[src/rtl/aclk_multi_alarm.sv]
// rtl/aclk_multi_alarm.sv - BCD 24h alarm clock with prescaler, NUM_ALARMS alarms and ring FSM
// Optional snooze support is built when ACLK_SNOOZE_EN is defined.
module aclk_multi_alarm #(
    parameter int TICKS_PER_SEC = 10,
    parameter int NUM_ALARMS    = 4,
    parameter int RING_SECS     = 60,
    parameter int SNOOZE_MIN    = 5,
    localparam int AW = (NUM_ALARMS > 1) ? $clog2(NUM_ALARMS) : 1
) (
    input  logic                  clk,
    input  logic                  reset_n,
    input  logic [1:0]            H_in1,
    input  logic [3:0]            H_in0,
    input  logic [3:0]            M_in1,
    input  logic [3:0]            M_in0,
    input  logic                  LD_time,
    input  logic                  LD_alarm,
    input  logic [AW-1:0]         alarm_sel,
    input  logic [NUM_ALARMS-1:0] AL_ON,
    input  logic                  STOP_al,
    input  logic                  snooze,
    output logic [1:0]            H_out1,
    output logic [3:0]            H_out0,
    output logic [3:0]            M_out1,
    output logic [3:0]            M_out0,
    output logic [3:0]            S_out1,
    output logic [3:0]            S_out0,
    output logic                  ring,
    output logic [AW-1:0]         ring_id,
    output logic                  ld_err
);

    localparam int PW = $clog2(TICKS_PER_SEC);
    localparam int CW = 12;

`ifdef ACLK_SNOOZE_EN
    typedef enum logic [1:0] {IDLE, RING, SNOOZE} state_t;
`else
    typedef enum logic [1:0] {IDLE, RING} state_t;
    logic unused_snooze;
    assign unused_snooze = snooze;
`endif

    state_t          state;
    logic [PW-1:0]   presc;
    logic [CW-1:0]   sec_cnt;
    logic [13:0]     alarm [NUM_ALARMS];
    logic            sec_tick, new_minute, digits_ok, sel_ok, load_t, hit, on_cur;
    logic [AW-1:0]   hit_id;
    logic [1:0]      n_h1;
    logic [3:0]      n_h0, n_m1, n_m0, n_s1, n_s0;

    assign sec_tick  = (presc == PW'(TICKS_PER_SEC - 1));
    assign digits_ok = (H_in0 <= 4'd9) && (M_in1 <= 4'd5) && (M_in0 <= 4'd9) &&
                       ((H_in1 < 2'd2) || (H_in1 == 2'd2 && H_in0 <= 4'd3));
    assign sel_ok    = ({1'b0, alarm_sel} < (AW + 1)'(NUM_ALARMS));
    assign load_t    = LD_time && digits_ok;

    // One-second BCD increment with per-digit carry and 23:59:59 wrap
    always_comb begin
        {n_h1, n_h0, n_m1, n_m0, n_s1, n_s0} = {H_out1, H_out0, M_out1, M_out0, S_out1, S_out0};
        if (S_out0 != 4'd9) begin
            n_s0 = S_out0 + 4'd1;
        end else begin
            n_s0 = 4'd0;
            if (S_out1 != 4'd5) begin
                n_s1 = S_out1 + 4'd1;
            end else begin
                n_s1 = 4'd0;
                if (M_out0 != 4'd9) begin
                    n_m0 = M_out0 + 4'd1;
                end else begin
                    n_m0 = 4'd0;
                    if (M_out1 != 4'd5) begin
                        n_m1 = M_out1 + 4'd1;
                    end else begin
                        n_m1 = 4'd0;
                        if (H_out1 == 2'd2 && H_out0 == 4'd3) begin
                            n_h1 = 2'd0;
                            n_h0 = 4'd0;
                        end else if (H_out0 == 4'd9) begin
                            n_h0 = 4'd0;
                            n_h1 = H_out1 + 2'd1;
                        end else begin
                            n_h0 = H_out0 + 4'd1;
                        end
                    end
                end
            end
        end
    end

    // Descending scan so the lowest matching index is the one left standing
    always_comb begin
        hit    = 1'b0;
        hit_id = '0;
        on_cur = 1'b0;
        for (int i = NUM_ALARMS - 1; i >= 0; i--) begin
            if (AL_ON[i] && alarm[i] == {H_out1, H_out0, M_out1, M_out0}) begin
                hit    = 1'b1;
                hit_id = AW'(i);
            end
            if (ring_id == AW'(i))
                on_cur = AL_ON[i];
        end
    end

    always_ff @(posedge clk or negedge reset_n) begin
        if (!reset_n) begin
            presc      <= '0;
            {H_out1, H_out0, M_out1, M_out0, S_out1, S_out0} <= '0;
            new_minute <= 1'b0;
            ld_err     <= 1'b0;
            for (int i = 0; i < NUM_ALARMS; i++)
                alarm[i] <= '0;
        end else begin
            ld_err <= (LD_time && !digits_ok) || (!LD_time && LD_alarm && !(digits_ok && sel_ok));
            if (load_t) begin
                presc      <= '0;
                {H_out1, H_out0, M_out1, M_out0, S_out1, S_out0} <= {H_in1, H_in0, M_in1, M_in0, 8'h00};
                new_minute <= 1'b0;
            end else begin
                presc      <= sec_tick ? '0 : presc + PW'(1);
                new_minute <= sec_tick && S_out1 == 4'd5 && S_out0 == 4'd9;
                if (sec_tick)
                    {H_out1, H_out0, M_out1, M_out0, S_out1, S_out0} <= {n_h1, n_h0, n_m1, n_m0, n_s1, n_s0};
            end
            for (int i = 0; i < NUM_ALARMS; i++)
                if (!LD_time && LD_alarm && digits_ok && sel_ok && alarm_sel == AW'(i))
                    alarm[i] <= {H_in1, H_in0, M_in1, M_in0};
        end
    end

    // sec_cnt counts completed seconds in the current RING or SNOOZE period
    always_ff @(posedge clk or negedge reset_n) begin
        if (!reset_n) begin
            state   <= IDLE;
            ring    <= 1'b0;
            ring_id <= '0;
            sec_cnt <= '0;
        end else begin
            case (state)
                IDLE: begin
                    if (new_minute && hit) begin
                        state   <= RING;
                        ring    <= 1'b1;
                        ring_id <= hit_id;
                        sec_cnt <= '0;
                    end
                end
                RING: begin
                    if (STOP_al || !on_cur) begin
                        state <= IDLE;
                        ring  <= 1'b0;
                    end else if (sec_tick && sec_cnt == CW'(RING_SECS - 1)) begin
                        state <= IDLE;
                        ring  <= 1'b0;
`ifdef ACLK_SNOOZE_EN
                    end else if (snooze) begin
                        state   <= SNOOZE;
                        ring    <= 1'b0;
                        sec_cnt <= '0;
`endif
                    end else if (sec_tick) begin
                        sec_cnt <= sec_cnt + CW'(1);
                    end
                end
`ifdef ACLK_SNOOZE_EN
                SNOOZE: begin
                    if (STOP_al || !on_cur) begin
                        state <= IDLE;
                    end else if (sec_tick) begin
                        if (sec_cnt == CW'(SNOOZE_MIN * 60 - 1)) begin
                            state   <= RING;
                            ring    <= 1'b1;
                            sec_cnt <= '0;
                        end else begin
                            sec_cnt <= sec_cnt + CW'(1);
                        end
                    end
                end
`endif
                default: begin
                    state <= IDLE;
                    ring  <= 1'b0;
                end
            endcase
        end
    end

endmodule

[config.mk]
export PLATFORM = sky130hd
export DESIGN_NAME = aclk_multi_alarm
export DESIGN_NICKNAME = d
export VERILOG_FILES = /design/src/rtl/aclk_multi_alarm.sv
export SDC_FILE = /design/constraint.sdc
export NUM_CORES = 1
export LEC_CHECK = 0
export CORE_MARGIN = 8
export CORE_UTILIZATION = 60
export CTS_CLUSTER_DIAMETER = 50
export DETAILED_ROUTE_END_ITERATION = 6
export PLACE_DENSITY = 0.83
export SYNTH_ARGS = -nofsm -noshare
export SYNTH_HDL_FRONTEND = slang
export SYNTH_SLANG_ARGS = --single-unit
[constraint.sdc]
create_clock -name clk -period 3.6 [get_ports clk]
set_input_delay 0.72 -clock clk [delete_from_list [all_inputs] [get_ports clk]]
set_output_delay 0.72 -clock clk [all_outputs]
set_load 0.02 [all_outputs]
After elaboration in Yosys (flattened, before gate mapping):

Index checks and enable logic that the tools add are counted.
W data, S select, Z words.

* flip-flop bits (word level): 101
* input bits: 26
* output and inout bits: 26

* eq/ne operators: 32
* reduce and logical (&&, ||, !) cells: 42
* $lt $le $gt $ge: 5
* add/subtract/negate cells: 8
* mux-type cells: 62

Operator list (count)
* $mux W4: 28
* $eq A14 B14 Y1: 4
* $mux W12: 4
* $mux W2: 15
* $add A4 B1 Y4 const B: 6
* $pmux W12 S2: 1
* $logic_and A1 B1 Y1: 22
* $ne A2 B2 Y1 const B: 8
* $add A12 B1 Y12 const B: 1
* $eq A12 B6 Y1 const B: 1
* $eq A2 B2 Y1 const B: 6
* $eq A4 B4 Y1 const B: 3
* $mux W1: 12
* $reduce_and A5 Y1: 2
* $le A4 B4 Y1 const B: 2
* $ne A4 B3 Y1 const B: 2
* $ne A4 B4 Y1 const B: 2
* $eq A2 B1 Y1 const B: 3
* $logic_not A2 Y1: 3
* $reduce_and A2 Y1: 3
* $reduce_and A6 Y1: 1
* $eq A4 B2 Y1 const B: 1
* $eq A4 B3 Y1 const B: 1
* $le A4 B2 Y1 const B: 1
* other kinds (12): 17

Longest topological paths before layout:

Gate-level depths: netlist of run 1.

* depth after elaboration: 9
* depth in mapped cells: 10

Worst setup path after synthesis of run 1:

No wires, ideal clock.

* path kind: in2reg
* start: in H_in0[2]
* end: reg alarm[46] in the netlist's numbering
* slack: 1.258 ns
* path buffers: 3
* data arrival time: 2.217 ns
* required time: 3.475 ns
* stages on the path: 9
* path through: o21a_1 -> o32ai_1 -> and3_1 -> buf_4 -> nand2_2 -> or3_1 -> buf_6 -> buf_12 -> mux2_4

* cells in the longest elaborated chain, start to end: 6
* elaborated cells between the ends (all ways): 9
* classes of those cells: 2 x order compare; 7 x reduce/logical

RTL lines
* from (decl): line 13 `input logic [3:0] H_in0,`
* $le A4 B4 Y1 / $le A4 B2 Y1 (equally long branches): line 54, 55
* $logic_and A1 B1 Y1 (on tied branches): line 54, 55
* $logic_and A1 B1 Y1 / $logic_or A1 B1 Y1 (equally long branches): line 54, 55
* $logic_and A1 B1 Y1 (*): line 54 `assign digits_ok = (H_in0 <= 4'd9) && (M_in1 <= 4'd5) && (M_in0 <= 4'd9) &&`
* $logic_and A1 B1 Y1 (*) (2 in a row): line 129 `if (!LD_time && LD_alarm && digits_ok && sel_ok && alarm_sel == AW'(i))`
* to (signal, indexed assignment): line 130 `alarm[i] <= {H_in1, H_in0, M_in1, M_in0};`
* to (decl): line 47 `logic [13:0] alarm [NUM_ALARMS];`

Every way passes the cells marked *; elsewhere a longest branch is shown, timed or not.
A chain may end at the register's enable or synchronous reset.

Worst setup path in the final report of run 1:

* start: in H_in0[2]
* end: reg alarm[50] in the netlist's numbering

The elaborated chain is that of the path after synthesis.

==> results of run 1 <==
[path summary, 6_finish.rpt]
kind,to,slack (ns),cells past startpoint
max in group asynchronous,alarm[11]$_DFFE_PN0P_,2.43,2
min,sec_cnt[11]$_DFFE_PN0P_,0.39,1
max reg2reg,sec_cnt[2]$_DFFE_PN0P_,0.89,6
min reg2reg,presc[0]$_DFF_PN0_,0.51,1
min in group clk,presc[0]$_DFF_PN0_,0.51,1
max,alarm[50]$_DFFE_PN0P_,0.81,7
[routing by layer]
metal | part of all wire | vias up | GRT usage
met1 | 0.43 | 2053 | 0.2974
li1 | - | 1872 | -
met2 | 0.48 | 157 | 0.3604
met5 | 0 | - | 0
met4 | 0.016 | 0 | 0.05709
met3 | 0.082 | 31 | 0.05872
[stage by stage]
step / util / hold slack, ns / area, um^2 / setup slack, ns / total power, mW
after floorplan: - / 0.4244 / 5346 / 1.258 / 2.200
after global placement: 0.6796 / 0.4754 / 5898 / 0.5386 / 2.550
after detailed placement: 0.6796 / 0.4926 / 5898 / 0.4795 / 2.601
after CTS: 0.7026 / 0.4208 / 6097 / 0.8701 / 3.333
after global routing: 0.7026 / 0.4372 / 6097 / 0.7203 / 3.496
final: 0.7026 / 0.3900 / 6097 / 0.8103 / 3.337
[worst max-delay path, delay by kind of cell]
| family | cells | cell delay [ns] |
|---|---|---|
| AND/OR/NAND/NOR | 3 | 0.72 |
| buffers and inverters | 2 | 0.78 |
| multiplexers | 1 | 0.32 |
| AO/OA/AOI/OAI | 1 | 0.49 |
[sequential cells by signal (all words and copies together) (netlist names)]
signal / cells
H_out0: 4
ring: 1
ld_err: 1
M_out0: 4
sec_cnt: 12
new_minute: 1
presc: 4
M_out1: 4
alarm: 56
ring_id: 2
S_out0: 4
S_out1: 4
H_out1: 2
[cells in the mapped netlist (all sizes together) (4+ instances only)]
cell type / n
nor3: 11
nand2: 36
and2: 4
nor2: 25
a21oi: 17
ha: 9
nor4: 10
o22a: 8
nand3: 23
xnor2: 59
mux2: 53
nor2b: 7
dfrtp: 99
clkbuf: 6
inv: 9
buf: 22
o21a: 8
o21ai: 21
nor3b: 7
nand4: 26
[cell usage in the layout (no fill, tap or decap), drive strengths merged, types with 4 or more instances in the layout]
master,n
nor4,10
nand2,36
o21a,8
nand4,26
clkbuf,10
clkdlybuf4s50,49
dfrtp,99
mux2,53
nor2,25
and2,4
nor3b,7
inv,12
nand3,23
nor3,11
o22a,8
buf,12
o21ai,21
nor2b,7
ha,9
xnor2,59
a21oi,17
[cell type report]
cell class,instances,area [um^2],share of cell area
clock inverters,6,71.32,0.01170
inverters,9,33.78,0.005541
flip-flops and latches,99,2477,0.4063
repair buffers,61,580.6,0.09522
well taps,108,135.1,0.02216
clock buffers,10,127.6,0.02093
multi-input cells,365,2671,0.4381
[power groups by stage]
stage                     logic (mW)  clock network (mW)  registers (mW)
final                           1.05               0.736            1.55
after global routing            1.13               0.788            1.58
after CTS                       1.04               0.743            1.55
after detailed placement        1.03                   0            1.57
after global placement         0.999                   0            1.55
after floorplan                0.702                   0            1.50
[cell families after synthesis]
logic type               count (synthesis)
AND/OR/NAND/NOR                        170
buffers and inverters                   37
flip-flops                              99
adder cells (fa/ha/maj)                  9
XOR/XNOR                                62
multiplexers                            57
AO/OA/AOI/OAI                           67
==> flow_summary_export.csv, run 1 <==
group,metric,value,unit
placement,io_buffers,50,
clock_network,cts_resized,0,
synthesis,seq_area_frac_synth,0.4634,
final_layout,nets,580,
final_layout,final_cells,658,
worst_setup_path,max_stage_delay,0.55,ns
worst_setup_path,cp.required,3.85,ns
global_routing,grt_pass1_vias,4014,
global_routing,grt_pass1_wl,21070,um
clock_network,numCtsBuffers,9,
clock_network,worst_skew_pair.late_latency,0.37,ns
synthesis,yosysTopAreaCell,"dfrtp_1",
sta,max_freq,358.5,MHz
drt,vias_per_cell,6.251,
placement,dp_hpwl,9490,um
drt,drt-total-wl,13100,um
sta,finalHoldViolCount,0,
synthesis,synth_top_family_by_area,"simple AND/OR/NAND/NOR gates",
global_routing,grt_usage,0.2250,
drt,firstDrtPassIters,5,
global_routing,antenna_found_initial,0,
synthesis,ys_warn_count,0,
clock_network,cts_tree,"built",
drt,vias,4113,
final_layout,diodes,0,
synthesis,synth_cell_type_count,50,
sta,fin_crit,2.790,ns
pwr,intPower,2.112,mW
synthesis,syn-num-nets,536,
pwr,p_switching,1.225,mW
pwr,comb_power_share,0.315,
worst_setup_path,path_max_fanout,14,
floorplanning,coreArea,8678,um^2
run,cap_violations,0,
pwr,power_leakage,2.518,nW
sta,clock_skew,0.01138,ns
sta,drv_slew,0,
drt,drc,0,
worst_setup_path,startpoint_type,"input port",
pwr,sw_frac_of_total,0.3670,
clock_network,htreeDepth,3,
clock_network,max-clock-path-buffers,2,
clock_network,cts.sinks,99,
worst_setup_path,crit_chain,"clkdlybuf4s50_1, o32ai_1, and3_1, nand2_2, or3_1, buf_4, mux2_4",
final_layout,area_growth_syn_to_layout,14.04,%
global_routing,grt_max_degree,57,
floorplanning,start_util,0.6161,
worst_setup_path,startpoint,"H_in0[2]",
sta,tightest_slew,0.8355,ns
sta,relSlewSlack,0.4357,
run_status,status,"finished, final reports clean",
floorplanning,die_h,110.4,um
pwr,seqPwrFrac,0.465,
worst_setup_path,slowest_stage,"clkdlybuf4s50_1",
global_routing,gr-total-overflow,0,
synthesis,synth_xor_area_frac,0.1016,
hold_path,hp-class,"in2async",
synthesis,yosys.area_share.simple,0.1708,
clock_network,cts_setup_buffers,0,
pwr,power_density,547.3,nW/um^2
pwr,p_clk_frac,0.221,
synthesis,synth_compound_area_frac,0.07840,
worst_setup_path,arrival,3.04,ns
sta,setup_tns,0,ns
drt,wl_per_cell,19.91,um
synthesis,synthArstFlopShare,1.000,
synthesis,yosys.area.top_type_share,0.4634,
floorplanning,pin_count,52,
synthesis,ys.flop_type,"dfrtp_1",
floorplanning,fp.dieW,110.4,um
drt,ant_nets,0,
sta,rsz0062_at_grt,"false",
final_layout,drive_gt1_frac,0.1527,
synthesis,netlist_instances,501,
synthesis,synth_mux_area_frac,0.1278,
synthesis,ys_seq_elements,99,
synthesis,synth-edff-count,0,
worst_setup_path,end_kind,"flop",
worst_setup_path,critical_path.reg2reg.startpoint,"M_out1[2]$_DFFE_PN0P_",
synthesis,syn_area_per_cell,10.67,um^2
floorplanning,rows,34,
placement,gp_congestion,0.8881,
final_layout,fillers,649,
floorplanning,die_area,12190,um^2
clock_network,clk_pin_slew,0.09,ns
placement,place_inst,642,
clock_network,postCtsHoldBufs,0,
synthesis,synthAdderAreaFrac,0.02106,
worst_setup_path,path_class,"in2reg",
pwr,ir_worst_vdd,0.4215,mV
sta,fin_crit_sh,0.7749,
clock_network,cts_root_buf,"clkbuf_8",
synthesis,synth.area.top_cells,"dfrtp_1 (46%), xnor2_1 (9.7%), mux2_2 (9.3%)",
drt,dr.first_iter.drc_count,401,
synthesis,netlist_area,5346,um^2
sta,setup_viol,0,
(Power assumes the default switching activity.)
==> run 2, diff against run 1 <==
--- a/config.mk
+++ b/config.mk
@@ -6,10 +6,10 @@
 export NUM_CORES = 1
 export LEC_CHECK = 0
 export CORE_MARGIN = 8
-export CORE_UTILIZATION = 60
+export CORE_UTILIZATION = 58
 export CTS_CLUSTER_DIAMETER = 50
 export DETAILED_ROUTE_END_ITERATION = 6
-export PLACE_DENSITY = 0.83
+export PLACE_DENSITY = 0.81
 export SYNTH_ARGS = -nofsm -noshare
 export SYNTH_HDL_FRONTEND = slang
 export SYNTH_SLANG_ARGS = --single-unit
==> constraint.sdc (replaced) <==
create_clock -name clk -period 2.8 [get_ports clk]
set_input_delay 0.56 -clock clk [delete_from_list [all_inputs] [get_ports clk]]
set_output_delay 0.56 -clock clk [all_outputs]
set_load 0.02 [all_outputs]
==> flow_summary_export.csv, run 2 (same netlist as run 1, synthesis figures left out) <==
group,metric,value,unit
pwr,power_leakage,2.649,nW
sta,finalHoldWorstSlack,0.1385,ns
floorplanning,pin_count,52,
final_layout,final_cells,685,
sta,drv_slew,0,
sta,relSlewSlack,0.4727,
pwr,ir_worst_vdd,0.3130,mV
clock_network,htreeDepth,3,
sta,fin_crit,2.557,ns
clock_network,cts_root_buf,"clkbuf_8",
sta,setup_tns,0,ns
floorplanning,fp.dieW,112.0,um
worst_setup_path,cp.required,3.11,ns
placement,place_inst,669,
drt,vias,4169,
final_layout,fin_util,0.6937,
worst_setup_path,arrival,2.87,ns
clock_network,cts_tree,"built",
drt,dr.first_iter.drc_count,258,
global_routing,antenna_found_initial,0,
floorplanning,start_util,0.5870,
sta,setup_viol,0,
clock_network,cts_resized,0,
clock_network,numCtsBuffers,9,
worst_setup_path,end_kind,"flop",
final_layout,drive_gt1_frac,0.1899,
clock_network,worst_skew_pair.late_latency,0.38,ns
global_routing,grt_max_degree,46,
sta,fin_crit_sh,0.9132,
final_layout,largestRegisters,"alarm x56, sec_cnt x12",
clock_network,postCtsHoldBufs,0,
sta,tightest_slew,0.7807,ns
global_routing,gr-total-overflow,0,
final_layout,diodes,0,
pwr,power,4.268,mW
drt,drc,0,
floorplanning,coreArea,9109,um^2
sta,max_freq,391.1,MHz
hold_path,hp-class,"in2async",
floorplanning,die_area,12550,um^2
final_layout,nets,604,
worst_setup_path,startpoint_type,"flop",
clock_network,cts_setup_buffers,0,
sta,finalHoldViolCount,0,
drt,ant_nets,0,
global_routing,grt_pass1_vias,4084,
clock_network,clk_pin_slew,0.10,ns
drt,firstDrtPassIters,5,
run,cap_violations,0,
final_layout,largest-register,"alarm",
final_layout,area_growth_syn_to_layout,18.18,%
sta,clock_skew,0.01303,ns
worst_setup_path,path_class,"reg2reg",
worst_setup_path,path_max_fanout,11,
drt,wl_per_cell,19.00,um
clock_network,cts.sinks,99,
final_layout,final_common_cell,"dfrtp_1",
clock_network,max-clock-path-buffers,2,
run_status,status,"finished, final reports clean",
placement,dp_hpwl,9826,um
global_routing,grt_usage,0.2108,
floorplanning,die_h,112.0,um
pwr,power_density,675.4,nW/um^2
drt,drt-total-wl,13020,um
global_routing,grt_pass1_wl,21090,um
drt,vias_per_cell,6.086,
final_layout,largest_reg_flops,56,
final_layout,layout_common_cells,"dfrtp_1 (99), xnor2_1 (59), clkdlybuf4s50_1 (49), mux2_2 (44), nand2_1 (35)",
placement,gp_congestion,0.9453,
sta,rsz0062_at_grt,"false",
placement,io_buffers,50,
floorplanning,rows,35,
-- run 2: changes by cell type in the layout (fill, tap and decap cells not counted) --
cell	delta
clkinv_2	+1
buf_12	+4
clkbuf_1	-1
inv_6	-2
inv_8	+1
bufinv_16	-1
clkinv_4	+1
clkbuf_8	+1
buf_4	+20
-- run 2: stage by stage --
stage / cell area [um^2] / worst slack [ns]
final: 6319 / 0.2430
after detailed placement: 6132 / 0.01135
after CTS: 6319 / 0.2612
after global routing: 6319 / 0.05285
after floorplan: 5346 / 0.6183
after global placement: 6132 / 0.04161
-- run 2: area by class of cell --
type                    instances  area [um^2]
fillers                       704         2790
multi-input cells             365         2671
flip-flops and latches         99         2477
repair buffers                 85        810.8
well taps                     111        138.9
clock buffers                  10        137.6
clock inverters                 6        48.80
inverters                       9        33.78
-- run 2: final timing paths --
| path | start | slack, ns | end | depth (start not counted) |
|---|---|---|---|---|
| max in group asynchronous | reset_n | 2.00 | alarm[17]$_DFFE_PN0P_ | 2 |
| min in group clk | presc[0]$_DFF_PN0_ | 0.51 | presc[0]$_DFF_PN0_ | 1 |
| hold reg to reg | presc[0]$_DFF_PN0_ | 0.51 | presc[0]$_DFF_PN0_ | 1 |
| setup reg to reg | M_out1[1]$_DFFE_PN0P_ | 0.24 | sec_cnt[8]$_DFFE_PN0P_ | 8 |
| hold / removal | reset_n | 0.14 | alarm[5]$_DFFE_PN0P_ | 1 |
| setup / recovery | M_out1[1]$_DFFE_PN0P_ | 0.24 | sec_cnt[8]$_DFFE_PN0P_ | 8 |
-- run 2: worst max-delay path, stage by stage (launching register included) --
cell and delay (ns):
dfrtp_1 0.65, xnor2_1 0.20, nand4_1 0.13, nor4_1 0.06
buf_4 0.14, o41ai_1 0.74, and2_1 0.28, buf_4 0.16
o22a_1 0.12
-- run 2: power by group --
group	internal [mW]	switching [mW]
Combinational	0.703	0.735
Sequential	1.64	0.305
Clock	0.357	0.525
-- run 2: metal layers --
| layer | global-route usage | up-vias | part of all wire |
|---|---|---|---|
| met5 | 0 | - | 0 |
| met4 | 0.07104 | 0 | 0.021 |
| met3 | 0.04938 | 28 | 0.062 |
| met2 | 0.3417 | 144 | 0.48 |
| met1 | 0.2726 | 2077 | 0.44 |
| li1 | - | 1920 | - |
